`src/rtl/load_store_unit_if.sv`:
```
`default_nettype none
// ============================================================================
//  Module      : load_store_unit_if
//  Description : Core-request, response and data-memory signals of the LSU.
//  Revision    : 1.0
// ============================================================================
interface load_store_unit_if;
    logic        req_valid;
    logic        req_ready;
    logic        req_write;
    logic [2:0]  req_size;
    logic [31:0] req_addr;
    logic [31:0] req_wdata;
    logic        resp_valid;
    logic [31:0] resp_rdata;
    logic        resp_misaligned;
    logic [31:0] mem_access_addr;
    logic [31:0] mem_wr_val;
    logic        mem_write_en;
    logic        mem_read_en;
    logic [2:0]  mem_data_size;
    logic [31:0] mem_rd_val;

    // master: core plus data memory; slave: the load/store unit itself
    modport master (
        output req_valid, req_write, req_size, req_addr, req_wdata, mem_rd_val,
        input  req_ready, resp_valid, resp_rdata, resp_misaligned,
        input  mem_access_addr, mem_wr_val, mem_write_en, mem_read_en, mem_data_size
    );

    modport slave (
        input  req_valid, req_write, req_size, req_addr, req_wdata, mem_rd_val,
        output req_ready, resp_valid, resp_rdata, resp_misaligned,
        output mem_access_addr, mem_wr_val, mem_write_en, mem_read_en, mem_data_size
    );
endinterface
`default_nettype wire

```
`src/rtl/load_store_unit.sv`:
```
`default_nettype none
// ============================================================================
//  Module      : load_store_unit
//  Description : Data-memory initiator; splits misaligned half/word requests
//                into byte accesses and reassembles/extends load data.
//  Revision    : 1.0
// ============================================================================
module load_store_unit #(
    parameter bit SPLIT_EN = 1'b1
) (
    input  wire logic         clk,
    input  wire logic         rst,
    load_store_unit_if.slave  bus
);

    localparam logic [1:0] c_ST_IDLE   = 2'd0;
    localparam logic [1:0] c_ST_ACCESS = 2'd1;
    localparam logic [1:0] c_ST_SPLIT  = 2'd2;
    localparam logic [1:0] c_ST_DONE   = 2'd3;

    localparam logic [2:0] c_SZ_B  = 3'b000;
    localparam logic [2:0] c_SZ_H  = 3'b001;
    localparam logic [2:0] c_SZ_W  = 3'b010;
    localparam logic [2:0] c_SZ_BU = 3'b100;
    localparam logic [2:0] c_SZ_HU = 3'b101;

    logic [1:0]  r_state;
    logic [1:0]  w_state_next;

    logic        r_write;
    logic [2:0]  r_size;
    logic [31:0] r_addr;
    logic [31:0] r_wdata;
    logic        r_mis;
    logic [1:0]  r_cnt;
    logic [31:0] r_asm;
    logic [31:0] r_resp_rdata;
    logic        r_resp_mis;

    logic [2:0]  w_norm_size;
    logic        w_mis;
    logic        w_last;
    logic [7:0]  w_split_byte;
    logic [31:0] w_asm_next;

    function automatic logic [31:0] f_extend(input logic [2:0] sz, input logic [31:0] d);
        logic [31:0] v;
        case (sz)
            c_SZ_B:  v = {{24{d[7]}}, d[7:0]};
            c_SZ_H:  v = {{16{d[15]}}, d[15:0]};
            c_SZ_BU: v = {24'd0, d[7:0]};
            c_SZ_HU: v = {16'd0, d[15:0]};
            default: v = d;
        endcase
        return v;
    endfunction

    // Stores have no unsigned forms, so bu/hu collapse onto b/h for them
    always_comb begin
        w_norm_size = c_SZ_W;
        case (bus.req_size)
            3'b000:  w_norm_size = c_SZ_B;
            3'b001:  w_norm_size = c_SZ_H;
            3'b100:  w_norm_size = bus.req_write ? c_SZ_B : c_SZ_BU;
            3'b101:  w_norm_size = bus.req_write ? c_SZ_H : c_SZ_HU;
            default: w_norm_size = c_SZ_W;
        endcase
    end

    always_comb begin
        w_mis = 1'b0;
        if ((w_norm_size == c_SZ_H || w_norm_size == c_SZ_HU) && bus.req_addr[0])
            w_mis = 1'b1;
        if (w_norm_size == c_SZ_W && bus.req_addr[1:0] != 2'b00)
            w_mis = 1'b1;
    end

    assign w_last = (r_size == c_SZ_W) ? (r_cnt == 2'd3) : (r_cnt == 2'd1);

    always_comb begin
        w_split_byte = r_wdata[7:0];
        case (r_cnt)
            2'd0:    w_split_byte = r_wdata[7:0];
            2'd1:    w_split_byte = r_wdata[15:8];
            2'd2:    w_split_byte = r_wdata[23:16];
            default: w_split_byte = r_wdata[31:24];
        endcase
    end

    always_comb begin
        w_asm_next = r_asm;
        w_asm_next[{r_cnt, 3'b000} +: 8] = bus.mem_rd_val[7:0];
    end

    // State register
    always_ff @(posedge clk) begin
        if (rst)
            r_state <= c_ST_IDLE;
        else
            r_state <= w_state_next;
    end

    // Next-state logic
    always_comb begin
        w_state_next = r_state;
        case (r_state)
            c_ST_IDLE: begin
                if (bus.req_valid)
                    w_state_next = (w_mis && SPLIT_EN) ? c_ST_SPLIT : c_ST_ACCESS;
            end
            c_ST_ACCESS: w_state_next = c_ST_DONE;
            c_ST_SPLIT:  w_state_next = w_last ? c_ST_DONE : c_ST_SPLIT;
            default:     w_state_next = c_ST_IDLE;
        endcase
    end

    // Output logic
    always_comb begin
        bus.req_ready       = 1'b0;
        bus.resp_valid      = 1'b0;
        bus.resp_rdata      = r_resp_rdata;
        bus.resp_misaligned = r_resp_mis;
        bus.mem_access_addr = 32'd0;
        bus.mem_wr_val      = 32'd0;
        bus.mem_write_en    = 1'b0;
        bus.mem_read_en     = 1'b0;
        bus.mem_data_size   = 3'b000;
        case (r_state)
            c_ST_IDLE: bus.req_ready = 1'b1;
            c_ST_ACCESS: begin
                // Without splitting, a misaligned access degrades to the enclosing word
                bus.mem_access_addr = (!SPLIT_EN && r_mis) ? {r_addr[31:2], 2'b00} : r_addr;
                bus.mem_wr_val      = r_wdata;
                bus.mem_data_size   = r_size;
                bus.mem_write_en    = r_write;
                bus.mem_read_en     = !r_write;
            end
            c_ST_SPLIT: begin
                bus.mem_access_addr = r_addr + {30'd0, r_cnt};
                bus.mem_wr_val      = r_write ? {24'd0, w_split_byte} : 32'd0;
                bus.mem_data_size   = r_write ? c_SZ_B : c_SZ_BU;
                bus.mem_write_en    = r_write;
                bus.mem_read_en     = !r_write;
            end
            default: bus.resp_valid = 1'b1;
        endcase
    end

    // Request latch, byte assembly and response registers
    always_ff @(posedge clk) begin
        if (rst) begin
            r_write      <= 1'b0;
            r_size       <= 3'b000;
            r_addr       <= 32'd0;
            r_wdata      <= 32'd0;
            r_mis        <= 1'b0;
            r_cnt        <= 2'd0;
            r_asm        <= 32'd0;
            r_resp_rdata <= 32'd0;
            r_resp_mis   <= 1'b0;
        end else begin
            case (r_state)
                c_ST_IDLE: begin
                    if (bus.req_valid) begin
                        r_write <= bus.req_write;
                        r_size  <= w_norm_size;
                        r_addr  <= bus.req_addr;
                        r_wdata <= bus.req_wdata;
                        r_mis   <= w_mis;
                        r_cnt   <= 2'd0;
                        r_asm   <= 32'd0;
                    end
                end
                c_ST_ACCESS: begin
                    r_resp_rdata <= r_write ? 32'd0 : f_extend(r_size, bus.mem_rd_val);
                    r_resp_mis   <= r_mis;
                end
                c_ST_SPLIT: begin
                    r_asm <= w_asm_next;
                    r_cnt <= r_cnt + 2'd1;
                    if (w_last) begin
                        r_resp_rdata <= r_write ? 32'd0 : f_extend(r_size, w_asm_next);
                        r_resp_mis   <= r_mis;
                    end
                end
                default: ;
            endcase
        end
    end

endmodule
`default_nettype wire
```
`src/flat_wrapper.sv`:
```
// flat-port wrapper written by rule: the top's interface ports become plain ports
module load_store_unit_flat 
#(
    parameter bit SPLIT_EN = 1'b1
)
  (clk, rst, bus_req_valid, bus_req_write, bus_req_size, bus_req_addr, bus_req_wdata, bus_mem_rd_val, bus_req_ready, bus_resp_valid, bus_resp_rdata, bus_resp_misaligned, bus_mem_access_addr, bus_mem_wr_val, bus_mem_write_en, bus_mem_read_en, bus_mem_data_size);
  load_store_unit_if bus_i ();
  input  wire logic clk;
  input  wire logic rst;
  input wire logic [$bits(bus_i.req_valid)-1:0] bus_req_valid;
  input wire logic [$bits(bus_i.req_write)-1:0] bus_req_write;
  input wire logic [$bits(bus_i.req_size)-1:0] bus_req_size;
  input wire logic [$bits(bus_i.req_addr)-1:0] bus_req_addr;
  input wire logic [$bits(bus_i.req_wdata)-1:0] bus_req_wdata;
  input wire logic [$bits(bus_i.mem_rd_val)-1:0] bus_mem_rd_val;
  output wire logic [$bits(bus_i.req_ready)-1:0] bus_req_ready;
  output wire logic [$bits(bus_i.resp_valid)-1:0] bus_resp_valid;
  output wire logic [$bits(bus_i.resp_rdata)-1:0] bus_resp_rdata;
  output wire logic [$bits(bus_i.resp_misaligned)-1:0] bus_resp_misaligned;
  output wire logic [$bits(bus_i.mem_access_addr)-1:0] bus_mem_access_addr;
  output wire logic [$bits(bus_i.mem_wr_val)-1:0] bus_mem_wr_val;
  output wire logic [$bits(bus_i.mem_write_en)-1:0] bus_mem_write_en;
  output wire logic [$bits(bus_i.mem_read_en)-1:0] bus_mem_read_en;
  output wire logic [$bits(bus_i.mem_data_size)-1:0] bus_mem_data_size;
  assign bus_i.req_valid = bus_req_valid;
  assign bus_i.req_write = bus_req_write;
  assign bus_i.req_size = bus_req_size;
  assign bus_i.req_addr = bus_req_addr;
  assign bus_i.req_wdata = bus_req_wdata;
  assign bus_i.mem_rd_val = bus_mem_rd_val;
  assign bus_req_ready = bus_i.req_ready;
  assign bus_resp_valid = bus_i.resp_valid;
  assign bus_resp_rdata = bus_i.resp_rdata;
  assign bus_resp_misaligned = bus_i.resp_misaligned;
  assign bus_mem_access_addr = bus_i.mem_access_addr;
  assign bus_mem_wr_val = bus_i.mem_wr_val;
  assign bus_mem_write_en = bus_i.mem_write_en;
  assign bus_mem_read_en = bus_i.mem_read_en;
  assign bus_mem_data_size = bus_i.mem_data_size;
  load_store_unit #(.SPLIT_EN(SPLIT_EN)) u_core (.clk(clk), .rst(rst), .bus(bus_i));
endmodule
```
`config.mk`:
```
export PLATFORM = sky130hd
export DESIGN_NAME = load_store_unit_flat
export DESIGN_NICKNAME = d
export VERILOG_FILES = /design/src/rtl/load_store_unit_if.sv /design/src/rtl/load_store_unit.sv /design/src/flat_wrapper.sv
export SDC_FILE = /design/constraint.sdc
export NUM_CORES = 1
export LEC_CHECK = 0
export CAP_MARGIN = 0
export CORE_ASPECT_RATIO = 1.25
export CORE_UTILIZATION = 40
export DETAILED_ROUTE_END_ITERATION = 6
export DONT_BUFFER_PORTS = 1
export PLACE_DENSITY = 0.58
export SYNTH_ARGS = -nofsm -noshare
export SYNTH_HDL_FRONTEND = slang
export SYNTH_SLANG_ARGS = --single-unit
```
`constraint.sdc`:
```
create_clock -name clk -period 3 [get_ports clk]
set_input_delay 0.3 -clock clk [delete_from_list [all_inputs] [get_ports clk]]
set_output_delay 0.3 -clock clk [all_outputs]
set_load 0.01 [all_outputs]
```
-- Word-level counts from Yosys, hierarchy flattened
Index checks and enable logic that the tools add are counted.
- $add $sub $neg: 3
- multiply operators: 0
- div/mod/pow operators: 0
- $lt $le $gt $ge: 0
- equal/unequal tests: 17
- shifts and indexed selects: 2
- mux-type cells: 33
- bitwise operators: 0
- reduce and logical (&&, ||, !) cells: 16
- operators with widths (cell ; number):
    32-bit case mux with 2 select lines ; 4
    32-bit case mux with 4 select lines ; 2
    32-bit 2-to-1 mux ; 4
    32-bit by 2-bit adder with 32-bit output ; 1
    32-bit bitwise mux ; 1
    8-bit by 7-bit variable shift with 32-bit output (first input constant) ; 1
    8-bit by 7-bit indexed part select with 32-bit output ; 1
    8-bit case mux with 3 select lines ; 1
    3-bit equality test (second input constant) ; 5
    3-bit case mux with 4 select lines ; 1
    3-bit by 1-bit equality test with 1-bit output (second input constant) ; 3
    1-bit 2-to-1 mux ; 9
    3-bit 2-to-1 mux ; 3
    8-bit 2-to-1 mux ; 1
    5-bit negation with 7-bit output ; 1
    2-bit equality test (second input constant) ; 3
    3-bit by 2-bit equality test with 1-bit output (second input constant) ; 2
    3-bit logical NOT ; 2
    2-bit 2-to-1 mux ; 3
    2-bit case mux with 3 select lines ; 1
    3-bit case mux with 2 select lines ; 1
    2-bit AND reduction ; 3
    2-bit nonzero test ; 3
    2-bit by 1-bit equality test with 1-bit output (second input constant) ; 2
    11 further kinds ; 13
- bits in registers: 138
- latch bits: 0
- RAM bits: 0
- ROM bits: 0
- input port bits: 103
- output and inout port bits: 104
- word-level logic and storage cells: 81
- memories kept: 0

-- Depth between registers and ports, before layout
Gate-level depths: netlist (run 1).
- word-level depth: 10
- depth in mapped cells: 9
- mapped depth without buffers: 7

-- Worst setup path before layout (run 1)
OpenSTA, ideal clock, no wires.
- kind: register to output
- start: register u_core.r_cnt[0]
- end: output port bus_mem_access_addr[22]
- arrival: 2.458 ns
- required time: 2.700 ns
- slack: 0.242 ns
- stages on the path, launching flop included: 9
- path buffers: 1
- cell sequence: dfxtp_1 > ha_1 > inv_1 > fa_1 > nand4b_1 > or4_1 > buf_2 > or4_1 > nand3_1
- cells in the longest elaborated chain, start to end: 2
- ends and longest elaborated chain (what ; line ; RTL):
    start, declared ; load_store_unit.sv:35 ; logic [1:0] r_cnt;
    start signal, assigned ; load_store_unit.sv:180 ; r_cnt <= r_cnt + 2'd1;
    32-bit by 2-bit adder with 32-bit output ; load_store_unit.sv:139 ; bus.mem_access_addr = r_addr + {30'd0, r_cnt};
    32-bit case mux with 2 select lines ; load_store_unit.sv:128 ; case (r_state)
    end, declared ; flat_wrapper.sv:20 ; output wire logic [$bits(bus_i.mem_access_addr)-1:0] bus_mem_access_addr;
No other way between the ends.

-- Final worst setup path (run 1)
- start: register u_core.r_addr[0]
- end: output port bus_mem_access_addr[8]
- cells in the longest elaborated chain, start to end: 2
- ends and longest elaborated chain (what ; line ; RTL):
    start, declared ; load_store_unit.sv:32 ; logic [31:0] r_addr;
    start signal, assigned ; load_store_unit.sv:167 ; r_addr <= bus.req_addr;
    32-bit by 2-bit adder with 32-bit output ; load_store_unit.sv:139 ;
    32-bit case mux with 2 select lines ; load_store_unit.sv:128 ;
No other way between the ends.

==> results of run 1 <==
per-stage QoR:
stage | worst slack (ps) | instances | area (sq um)
2_1_floorplan | 242 | 1092 | 8050
3_3_place_gp | 218 | 1304 | 8380
5_1_grt | 10.1 | 1345 | 9060
4_1_cts | 12.2 | 1345 | 9060
6_report | 102 | 1347 | 9070
3_5_place_dp | 147 | 1304 | 8380
state kept, by name, indices dropped and copies added (netlist names):
| register | count |
|---|---|
| u_core.r_write | 1 |
| u_core.r_mis | 1 |
| u_core.r_state | 2 |
| u_core.r_cnt | 2 |
| u_core.bus.resp_misaligned | 1 |
| u_core.bus.resp_rdata | 32 |
| u_core.r_size | 3 |
| u_core.r_wdata | 32 |
| u_core.r_addr | 32 |
| u_core.r_asm | 32 |
Yosys cell counts (all sizes together), types with 5 or more instances:
master	n
nor4	9
nor2	80
o211ai	18
a311o	7
nand2b	33
ha	12
o22ai	17
a22oi	50
nand2	188
o311ai	5
a31oi	12
clkbuf	80
a222oi	8
o21ai	48
o2bb2ai	8
a2bb2oi	6
and2	8
a211oi	24
o221ai	16
inv	31
a21oi	99
or4	6
and3	28
nor3	29
nor2b	18
dfxtp	138
nand3	11
nand4	14
buf	22
metal layers:
layer	GRT usage [%]	part of all wire [%]	vias up
met2	43.3	48	282
met4	8.82	2.5	4
met1	32.1	42	3846
met5	0	0.11	-
met3	6.50	7.6	46
li1	-	-	3925
worst max-delay path, delay by kind of cell, from the launching register on:
kind	cells	cell delay, ps
flops	1	340
compound gates	1	180
buf+inv	3	350
fa+ha+maj	2	530
simple gates	3	800
layout make-up:
| cell class | instances | area (sq um) | area share (%) |
|---|---|---|---|
| sequential | 138 | 2770 | 30.5 |
| timing repair buffer | 58 | 490 | 5.41 |
| multi-input combinational | 821 | 4810 | 53.1 |
| tap | 265 | 332 | 3.66 |
| clock inverter | 12 | 91.3 | 1.01 |
| inverter | 31 | 116 | 1.28 |
| antenna | 2 | 5.00 | 0.0552 |
| clock buffer | 20 | 457 | 5.04 |
worst min path at each step:
stage / start / to / slack (ps) / cells past startpoint
after floorplan: bus_req_addr[31] / u_core.r_addr[31] / 440 / 2
after global placement: rst / u_core.r_asm[22] / 390 / 1
after detailed placement: rst / u_core.r_asm[15] / 390 / 1
after CTS: bus_req_size[1] / u_core.r_size[1] / 0.05 / 2
after global routing: bus_req_wdata[9] / u_core.r_wdata[9] / 4 / 2
final: bus_req_wdata[25] / u_core.r_wdata[25] / 10 / 2
repair_timing:
action                                  in CTS  in global routing
cloned                                       0                  0
endpoints found under the hold margin      113                  0
endpoints found under the setup margin       8                  5
hold buffers                                 5                  0
buffers inserted                             4                  0
gates resized for setup                     11                  1
pin swaps                                    4                  2
cell families after synthesis:
kind of cell	Yosys count	share of synthesized area [%]
AO/OA/AOI/OAI	355	29.8
XOR/XNOR	1	0.109
adder cells (fa/ha/maj)	13	2.11
flip-flops	138	34.3
buffers and inverters	133	6.36
multiplexers	2	0.264
AND/OR/NAND/NOR	450	27.0
where the power goes:
group	switching, uW	internal [uW]	total, uW	leakage, uW
sequential	462	2200	2660	0.00113
clock	872	1110	1980	0.000244
combinational	2050	1090	3130	0.00178
==> metrics.md, run 1 <==
| Metric | Value |
|---|---|
| Status | `finished clean` |
| Final Critical Period | `roughly 2900 ps` |
| FF-to-FF Start | `u_core.r_cnt[0]` |
| Post-synthesis async set-or-reset flop share | `0%` |
| Post-route ant nets | `0` |
| DR pass1 iterations | `5` |
| Worst setup SP type | `register` |
| CP arrival | `between 2000 and 3000 ps` |
| TNS Setup | `0 ps` |
| Relative slew slack | `between 50% and 60%` |
| Post-synth EDFFs | `0` |
| Worst skew pair latency | `approximately 420 ps` |
| TritonCTS Sinks | `between 100 and 150` |
| Drt first-iter violations | `roughly 740` |
| Synth-to-Final Area Change | `12.7%` |
| Fin nets | `approximately 1200` |
| Final Max Tran Viols | `0` |
| Cell Pwr Density | `between 800 and 900 nW/um^2` |
| Seq/Total Area, Yosys | `34.3%` |
| GRT Total Usage | `approximately a quarter` |
| Fin crit share | `a little over nine tenths` |
| Die area | `20700 sq um` |
| Worst setup EP type | `primary output` |
| Ranking of synthesized cells by area | `dfxtp_1 (34%), nand2_1 (8.8%), a21oi_1 (6.2%), a22oi_1 (4.7%), nor2_1 (3.7%)` |
| Root buffer cell | `clkbuf_16` |
| H-tree levels | `4` |
| Reg-to-reg slack, setup | `480 ps` |
| Rows | `57` |
| Library cells used by synthesis | `between 60 and 70` |
| Yosys reg bits | `about 140` |
| Fin. Hold Viols | `0` |
| Cts bufs inserted | `17` |
| Yosys warning count | `0` |
| CTS max path bufs | `2` |
| Initial Util | `41.2%` |
| Slowest CP cell | `or3b_2` |
| Util after Layout | `46.4%` |
| DRC errors left | `0` |
| Core area | `slightly below 20000 sq um` |
| Number of global-route vias before repair | `7367` |
| Reg clk slew, reported paths | `~60 ps` |
| Crit path to | `bus_mem_access_addr[8]` |
| Vias | `8103` |
| Crit path largest cell delay | `approximately 460 ps` |
| Drt via density | `6.02` |
| Die Ht | `about 160 microns` |
| Mean Syn Cell Area | `7.37 sq um` |
| Die X | `around 130 microns` |
| DP Wirelength | `19000 microns` |
| Fmax | `around 0.35 GHz` |
| DR WL/cell | `20.2 microns` |
| Dominant synthesized flop cell | `dfxtp_1` |
| Total grt overflow | `0` |
| RR Endpoint | `u_core.bus.resp_rdata[22]` |
| Min-Delay Path Class | `input pin to register` |
| I/O pins | `207` |
| # fillers | `roughly 2000` |
| Slew @ Worst Pin | `about 720 ps` |
| Mapped Cells | `between 1000 and 1500` |
| Initial antenna violation count | `4` |
| Final setup viols | `0` |
| Largest net degree at the start of global routing | `roughly 110` |
| Most frequent cells in the layout | `nand2_1 (187), dfxtp_1 (135), a21oi_1 (99)` |
| Max Fanout on Critical Path | `3` |
| I/O Buffers | `0` |
| Top cell type's share of synthesized area | `between 30% and 40%` |
| P_leak | `0.00315 uW` |
| Layout cell share with drive strength beyond 1 | `between 10% and 20%` |
| Worst Skew | `roughly 14 ps` |
| Netlist Area Pre-Place | `8050 sq um` |
| Worst r2r path cells | `8` |
| Most common cell after layout, fill and taps aside | `nand2_1` |
| Setup crit start | `u_core.r_addr[0]` |
| Worst IR Drop VDD | `about 0.50 mV` |
| Required time of the critical path | `roughly 2700 ps` |
| RSZ-0062 raised after global routing | `no` |
| Most used cell along the critical path | `buf_4` |
| RePlAce Congestion | `just under 0.9` |
| Overall Power | `~7800 uW` |
| CTS tree | `done` |
| Worst path cell trace | `ha_2, inv_1, fa_2, buf_4, nand3b_1, nor3_2, or3b_2, a21oi_1, buf_4` |
| First-pass GRT wire length | `between 40000 and 50000 microns` |
| Syn nets | `about 1200` |
| Wirelength, routed | `~27000 microns` |
| Max-cap violations | `0` |
| Critical path type | `register to primary output` |
| Yosys top cell by area | `dfxtp_1` |
| Hold slack | `between 10 and 15 ps` |
No activity file was read; power rests on OpenSTA's default activity.
==> run 2: changes to the inputs <==
--- a/config.mk
+++ b/config.mk
@@ -11,6 +11,8 @@
 export DETAILED_ROUTE_END_ITERATION = 6
 export DONT_BUFFER_PORTS = 1
 export PLACE_DENSITY = 0.58
+export SETUP_SLACK_MARGIN = 0.2
 export SYNTH_ARGS = -nofsm -noshare
 export SYNTH_HDL_FRONTEND = slang
 export SYNTH_SLANG_ARGS = --single-unit
+export TNS_END_PERCENT = 30
==> metrics.md, run 2 (same netlist as run 1, synthesis figures left out) <==
| Metric | Value |
|---|---|
| Number of global-route vias before repair | `approximately 7400` |
| Fmax | `between 0.3 and 0.4 GHz` |
| Vias | `~8000` |
| Crit path largest cell delay | `490 ps` |
| Max Fanout on Critical Path | `5` |
| I/O Buffers | `0` |
| H-tree levels | `4` |
| Synth-to-Final Area Change | `13.4%` |
| Slowest CP cell | `or4_4` |
| Rows | `57` |
| Die Ht | `approximately 160 microns` |
| Final setup viols | `0` |
| P_leak | `roughly 0.0032 uW` |
| Fin crit share | `between 90% and 100%` |
| Fin. Hold Viols | `0` |
| CP arrival | `2540 ps` |
| Drt via density | `between 5 and 6` |
| Final Max Tran Viols | `0` |
| Die area | `~21000 sq um` |
| I/O pins | `between 200 and 250` |
| Layout cell share with drive strength beyond 1 | `between 10 and 15%` |
| Final Critical Period | `roughly 2800 ps` |
| Root buffer cell | `clkbuf_16` |
| Most frequent cells in the layout | `nand2_1 (186), dfxtp_1 (135), a21oi_1 (96)` |
| # fillers | `around 2000` |
| Worst skew pair latency | `~420 ps` |
| Total grt overflow | `0` |
| Worst setup EP type | `primary output` |
| DRC errors left | `0` |
| Core area | `slightly below 20000 sq um` |
| TritonCTS Sinks | `about 140` |
| Critical path type | `register to primary output` |
| DR WL/cell | `just over 20 microns` |
| Post-Place Worst Slack | `147 ps` |
| Fin nets | `1185` |
| DR pass1 iterations | `6` |
| Cts bufs inserted | `17` |
| TNS Setup | `0 ps` |
| Reg clk slew, reported paths | `approximately 60 ps` |
| Required time of the critical path | `~2700 ps` |
| Worst path cell trace | `ha_4, inv_2, fa_2, nand4b_1, or4_4, or4_4, nand3_4` |
| Min-Delay Path Class | `input pin to register` |
| Wirelength, routed | `about 27000 microns` |
| Multi-input combinational cell area | `roughly 4900 sq um` |
| Relative slew slack | `around half` |
| Most common cell after layout, fill and taps aside | `nand2_1` |
| Initial Util | `between 40% and 50%` |
| RePlAce Congestion | `approximately 0.9` |
| Worst setup margin | `roughly 160 ps` |
| CTS tree | `done` |
| First-pass GRT wire length | `41700 microns` |
| Worst setup SP type | `register` |
| RSZ-0062 raised after global routing | `yes` |
| Die X | `129 microns` |
| GRT Total Usage | `about a quarter` |
| Cell Pwr Density | `about 850 nW/um^2` |
| Post-route ant nets | `0` |
| Most used cell along the critical path | `or4_4` |
| Largest net degree at the start of global routing | `approximately 110` |
| Initial antenna violation count | `4` |
| Drt first-iter violations | `roughly 710` |
| Worst Skew | `12.2 ps` |
| Max-cap violations | `0` |
| DP Wirelength | `19000 microns` |
| Status | `finished clean` |
| CTS max path bufs | `2` |
| Worst IR Drop VDD | `about 0.50 mV` |
| Reg area | `approximately 2800 sq um` |
| Slew @ Worst Pin | `approximately 740 ps` |
-- run 2: critical path, delay by kind of cell, from the launching register on --
kind	cells	cell delay, ps
AND/OR/NAND/NOR	4	1250
flip-flops	1	350
buffers and inverters	1	30
adder cells (fa/ha/maj)	2	490
-- run 2: area by class of cell --
cell class,instances,area share (%)
Antenna cell,2,0.0548
Clock buffer,20,5.00
Clock inverter,12,1.00
Inverter,31,1.28
Multi-Input combinational cell,821,53.2
Sequential cell,138,30.3
Tap cell,265,3.63
Timing Repair Buffer,60,5.54
-- run 2: metal layers --
layer,track usage [%],share of wire [%],up-vias
li1,-,-,3929
met1,32.0,41,3813
met2,43.4,48,293
met3,6.66,7.8,44
met4,8.82,2.4,4
met5,0,0.11,-
-- run 2: through the flow --
step | util [%] | instance area [sq um] | std cells | total power, uW | hold WS, ps
6_report | 46.7 | 9130 | 1349 | 7800 | 14.2
5_1_grt | 46.7 | 9120 | 1347 | 8290 | 4.06
4_1_cts | 46.5 | 9100 | 1347 | 7810 | 0.0462
3_5_place_dp | 42.9 | 8380 | 1304 | 5770 | 390
3_3_place_gp | 42.9 | 8380 | 1304 | 5730 | 388
2_1_floorplan | - | 8050 | 1092 | 4800 | 436
-- run 2: final timing paths --
path | endpoint | from | slack [ps] | cells after the start
setup reg to reg | u_core.bus.resp_rdata[30] | u_core.r_cnt[0] | 440 | 8
hold / removal | u_core.r_addr[8] | bus_req_addr[8] | 10 | 2
setup / recovery | bus_mem_access_addr[22] | u_core.r_addr[0] | 160 | 7
hold reg to reg | u_core.r_wdata[14] | u_core.r_wdata[14] | 460 | 2
-- run 2: power breakdown --
| group | internal (uW) | total (uW) | switching, uW |
|---|---|---|---|
| logic | 1100 | 3150 | 2050 |
| clock network | 1110 | 1980 | 870 |
| registers | 2200 | 2670 | 467 |
-- run 2: repair_timing --
item,4_1_cts,5_1_grt
pin swaps,11,2
setup buffers,6,0
setup endpoints to repair,20,22
endpoints found under the hold margin,113,0
resized for setup,16,10
hold buffers,5,0
==> run 3: changes to the inputs <==
--- a/config.mk
+++ b/config.mk
@@ -7,10 +7,10 @@
 export LEC_CHECK = 0
 export CAP_MARGIN = 0
 export CORE_ASPECT_RATIO = 1.25
-export CORE_UTILIZATION = 40
+export CORE_UTILIZATION = 59
 export DETAILED_ROUTE_END_ITERATION = 6
 export DONT_BUFFER_PORTS = 1
-export PLACE_DENSITY = 0.58
+export PLACE_DENSITY = 0.79
 export SETUP_SLACK_MARGIN = 0.2
 export SYNTH_ARGS = -nofsm -noshare
 export SYNTH_HDL_FRONTEND = slang
==> constraint.sdc (replaced) <==
create_clock -name clk -period 3 [get_ports clk]
set_input_delay 0.3 -clock clk [delete_from_list [all_inputs] [get_ports clk]]
set_output_delay 0.3 -clock clk [all_outputs]
set_load 0.005 [all_outputs]
==> metrics.md, run 3 (same netlist as run 1, synthesis figures left out) <==
| Metric | Value |
|---|---|
| Worst setup EP type | `primary output` |
| Number of global-route vias before repair | `approximately 7600` |
| Post-Place Worst Slack | `243 ps` |
| Root buffer cell | `clkbuf_16` |
| Crit path to | `bus_mem_access_addr[19]` |
| RSZ-0062 raised after global routing | `yes` |
| Slew @ Worst Pin | `between 900 and 1000 ps` |
| Fin cells | `around 1300` |
| Reg clk slew, reported paths | `60 ps` |
| Final setup viols | `0` |
| Most common cell after layout, fill and taps aside | `nand2_1` |
| Worst Skew | `5.97 ps` |
| DR WL/cell | `about 20 microns` |
| Critical path type | `register to primary output` |
| # diodes | `0` |
| Layout cell share with drive strength beyond 1 | `around a tenth` |
| Drt via density | `between 6 and 7` |
| Final Max Tran Viols | `0` |
| Largest net degree at the start of global routing | `about 110` |
| GRT Total Usage | `35.6%` |
| RePlAce Congestion | `roughly 0.96` |
| Vias | `roughly 8600` |
| Relative slew slack | `38.4%` |
| Worst skew pair latency | `roughly 430 ps` |
| Initial Util | `60.5%` |
| Core area | `approximately 13000 sq um` |
| Die area | `~14000 sq um` |
| I/O pins | `~210` |
| Die Ht | `~130 microns` |
| Synth-to-Final Area Change | `15.8%` |
| # fillers | `around 1100` |
| Busiest grt layer | `met2` |
| Worst setup SP type | `register` |
| Overall Power | `between 7000 and 8000 uW` |
| Worst r2r path cells | `9` |
| H-tree levels | `4` |
| CP arrival | `roughly 2500 ps` |
| First-pass GRT wire length | `~40000 microns` |
| TNS Setup | `0 ps` |
| Reg-to-reg slack, setup | `roughly 350 ps` |
| Post-DP Area | `between 8000 and 9000 sq um` |
| Setup crit start | `u_core.r_cnt[1]` |
| Failing checks | `DRC` |
| Cell Pwr Density | `a little over 800 nW/um^2` |
| Fin crit share | `94.1%` |
| CTS max path bufs | `2` |
| Placed Cells | `1197` |
| Status | `complete, but fails checks` |
| DP Wirelength | `about 17000 microns` |
| GRT met3 Usage | `about 8.6%` |
| CTS tree | `done` |
| Cts bufs inserted | `17` |
| TritonCTS Sinks | `around 140` |
| Final Cell Area | `between 9000 and 10000 sq um` |
| Worst IR Drop VDD | `0.532 mV` |
| Initial antenna violation count | `0` |
| Die X | `106 microns` |
| DR pass1 iterations | `7` |
| Max Fanout on Critical Path | `13` |
| Min-Delay Path Class | `input pin to register` |
| GR Util met2 | `about 59%` |
| Fin nets | `between 1000 and 1500` |
| Rows | `47` |
| Most frequent cells in the layout | `nand2_1 (186), dfxtp_1 (135), a21oi_1 (99)` |
| Fmax | `about 0.35 GHz` |
| Wirelength, routed | `25800 microns` |
| Fin. Hold Viols | `0` |
| RR Endpoint | `u_core.bus.resp_rdata[16]` |
| P_leak | `0.00328 uW` |
| M1 GR Usage | `between 40% and 50%` |
| Post-route ant nets | `0` |
| Final Critical Period | `between 2000 and 3000 ps` |
| DRC errors left | `1` |
| Worst setup margin | `between 150 and 200 ps` |
| Total grt overflow | `0` |
| Drt first-iter violations | `between 900 and 1000` |
| Required time of the critical path | `approximately 2700 ps` |
| FF-to-FF Start | `u_core.r_cnt[0]` |
| I/O Buffers | `0` |
| Max-cap violations | `0` |
[run 3: worst min-delay path by stage]
stage | start | to | slack, ps | cells after the start
after floorplan | bus_req_addr[31] | u_core.r_addr[31] | 440 | 2
after global routing | bus_req_addr[27] | u_core.r_addr[27] | 10 | 2
after detailed placement | rst | u_core.r_asm[23] | 390 | 1
after CTS | bus_req_wdata[13] | u_core.r_wdata[13] | 0.1 | 2
final | bus_req_wdata[13] | u_core.r_wdata[13] | 9 | 2
after global placement | rst | u_core.r_asm[14] | 380 | 1
[run 3: critical path: stages (launching register included)]
cell and delay (ps):
dfxtp_4 370, ha_1 300, a21oi_1 140, or4_4 600, o311ai_0 380, o41ai_1 140, buf_4 150
[run 3: power by group]
| part | leakage [uW] | switching, uW | internal (uW) | total, uW |
|---|---|---|---|---|
| clock network | 0.000257 | 854 | 1100 | 1960 |
| logic | 0.00190 | 2010 | 1090 | 3090 |
| registers | 0.00113 | 409 | 2200 | 2610 |
| total | 0.00328 | 3270 | 4390 | 7660 |
[run 3: what timing repair did]
item                                    4_1_cts  5_1_grt
hold buffers                                 49        0
hold endpoints to repair                    113        0
endpoints found under the setup margin       22       29
pin swaps                                     8        5
gates resized for setup                      14        8
setup buffers                                 6        0
[run 3: cell type report]
| type | instances | area, sq um | share of cell area (%) |
|---|---|---|---|
| Multi-Input combinational cell | 821 | 4830 | 51.9 |
| Sequential cell | 138 | 2770 | 29.7 |
| Timing Repair Buffer | 91 | 843 | 9.05 |
| Clock buffer | 19 | 453 | 4.86 |
| Tap cell | 171 | 214 | 2.30 |
| Inverter | 31 | 116 | 1.25 |
| Clock inverter | 11 | 90.1 | 0.967 |
[run 3: stage by stage]
stage | hold WS [ps] | utilization (%)
2_1_floorplan | 436 | -
3_3_place_gp | 382 | 61.4
6_report | 9.46 | 70.1
3_5_place_dp | 386 | 61.4
4_1_cts | 0.118 | 69.9
5_1_grt | 14.6 | 70.1
[run 3: per-layer routing]
metal  up-vias  wire length, microns
li1       3996                     -
met3        88                  2340
met4         0                  1160
met5         -                     0
met1      4006                  9820
met2       463                 12500
==> RTL edit (config.mk and constraints of run 1) <==
Reset style: asynchronous (`rst`), changed in 2 clocked blocks.
--- a/src/rtl/load_store_unit.sv
+++ b/src/rtl/load_store_unit.sv
@@ -93,7 +93,7 @@
     end
 
     // State register
-    always_ff @(posedge clk) begin
+    always_ff @(posedge clk or posedge rst) begin
         if (rst)
             r_state <= c_ST_IDLE;
         else
@@ -147,7 +147,7 @@
     end
 
     // Request latch, byte assembly and response registers
-    always_ff @(posedge clk) begin
+    always_ff @(posedge clk or posedge rst) begin
         if (rst) begin
             r_write      <= 1'b0;
             r_size       <= 3'b000;
Check against the original RTL: differs if rst is asserted again (counterexample within 4 cycles, from zero or initial values and one cycle with rst high); with rst held inactive, the same outputs for 4 cycles.
==> RTL edit against run 1 <==
- via count is 20% lower
- combinational power increased by 50%
- worst setup slack got worse by 0.036 ns
- sequential cell count unchanged
- first-iteration DRC count fell by 42%
- area after synthesis down 4.5%
- routed wire length shrank 18%
- total power increased by 37%
- hold slack is essentially flat
- critical path depth fell by 1
- synthesized cell count is 28% lower
- final area shrank 1.4%
- final cell count decreased by 23%
- critical path type unchanged
- largest power group unchanged
==> RTL edit: results <==
global_routing:
  grt_max_degree: 51
  use_met3_pct: 6.90
  gr-usage-met1_pct: 25.6
  grt_usage_pct: 22.3
  grtUsageMet2_pct: 37.5
  antenna_found_initial: 0
  grt_pass1_vias: 6303
  grt_pass1_wl_um: 34200
min_path:
  min_path_type: "input pin to flop"
  whs_endpoint: "u_core.r_asm[19]"
  hold_depth: 1
  min_from: "bus_mem_rd_val[3]"
logic_synthesis:
  syn_inst: 788
  synth-adder-area-share_pct: 2.21
  synth_fp_nets: 904
  synth.distinct_cells: 56
  yosys_most_used_dff: "dfrtp_1"
  synthTopCellsByCount: "dfrtp_1, nand2_1, mux2_2"
  yosysWarnings: 0
  muxShareOfSynthArea_pct: 9.93
  synth-xor-area-share_pct: 0.228
  synth_compound_area_share_pct: 23.5
  synth.top_cells.by_area: "dfrtp_1, mux2_2, a22o_1"
  synthArstFlopShare_pct: 100
  yosysSeqAreaShare_pct: 44.9
timing:
  relSlewSlack_pct: 58.3
  finClkSkew_ns: 0.00965
  timing.hold.ws_ns: 0.0145
final_layout:
  nFillCells: 1814
  fin_cells: 1035
  drive_above_1_share_pct: 23.3
  num_antenna_cells: 0
  fin_nets: 906
placement:
  place_area_um2: 8050
  hpwlAfterDp_um: 15800
  post-place-ws_ns: 0.0837
  gp_congestion: 0.825
  dp_cells: 990
power:
  switching_share_pct: 42.5
  peakVddDrop_mv: 0.499
  p_leak_nw: 3.75
setup_path:
  cp_slowest_cell: "or4_4"
  crit_fanout: 6
  max_stage_delay_ns: 0.46
  reg2reg_to: "u_core.bus.resp_rdata[19]"
  ff2ff_path_depth: 9
  worst-r2r-setup-slack_ns: 0.36
  arrival_ns: 2.63
  r2r-start: "u_core.r_cnt[0]"
drt:
  wirelength_um: 22300
  first_pass_iters: 7
  drt_first_iter_violations: 432
  via_per_inst: 6.25
outcome:
  status: "finished, final reports clean"
==> RTL edit: worst max-delay path by stage <==
| stage | startpoint | endpoint | slack [ns] |
|---|---|---|---|
| after floorplan | u_core.r_cnt[0] | bus_mem_access_addr[20] | 0.34 |
| after global placement | u_core.r_addr[0] | bus_mem_access_addr[18] | 0.35 |
| after detailed placement | u_core.r_addr[0] | bus_mem_access_addr[18] | 0.08 |
| after global routing | u_core.r_cnt[1] | bus_mem_access_addr[29] | -0.04 |
| final | u_core.r_addr[0] | bus_mem_access_addr[18] | 0.07 |
| after CTS | u_core.r_addr[0] | bus_mem_access_addr[20] | 0.02 |
==> RTL edit: metal layers <==
layer	wire length, µm	up-vias
met5	0	-
met4	628	0
met3	1790	40
met2	11100	265
met1	8790	3206
li1	-	2953
==> RTL edit: repair_timing <==
action | CTS | global route
endpoints found under the setup margin | 3 | 8
hold endpoints to repair | 28 | 2
pin swaps | 1 | 2
buffers inserted | 0 | 5
hold buffers | 6 | 2
resized for setup | 10 | 11
==> RTL edit: layout make-up <==
type | instances | area, µm² | area share, %
Inverter | 17 | 67.6 | 0.756
Clock buffer | 18 | 439 | 4.91
Sequential cell | 138 | 3450 | 38.6
Timing Repair Buffer | 54 | 438 | 4.90
Tap cell | 232 | 290 | 3.25
Clock inverter | 14 | 234 | 2.62
Multi-Input combinational cell | 562 | 4020 | 44.9
==> RTL edit: power by group through the flow <==
stage	Clock (W)	Sequential, W	Combinational, W
6_report	0.00240	0.00357	0.00468
3_5_place_dp	0	0.00357	0.00455
5_1_grt	0.00251	0.00367	0.00513
4_1_cts	0.00244	0.00354	0.00462
2_1_floorplan	0	0.00327	0.00350
3_3_place_gp	0	0.00351	0.00441
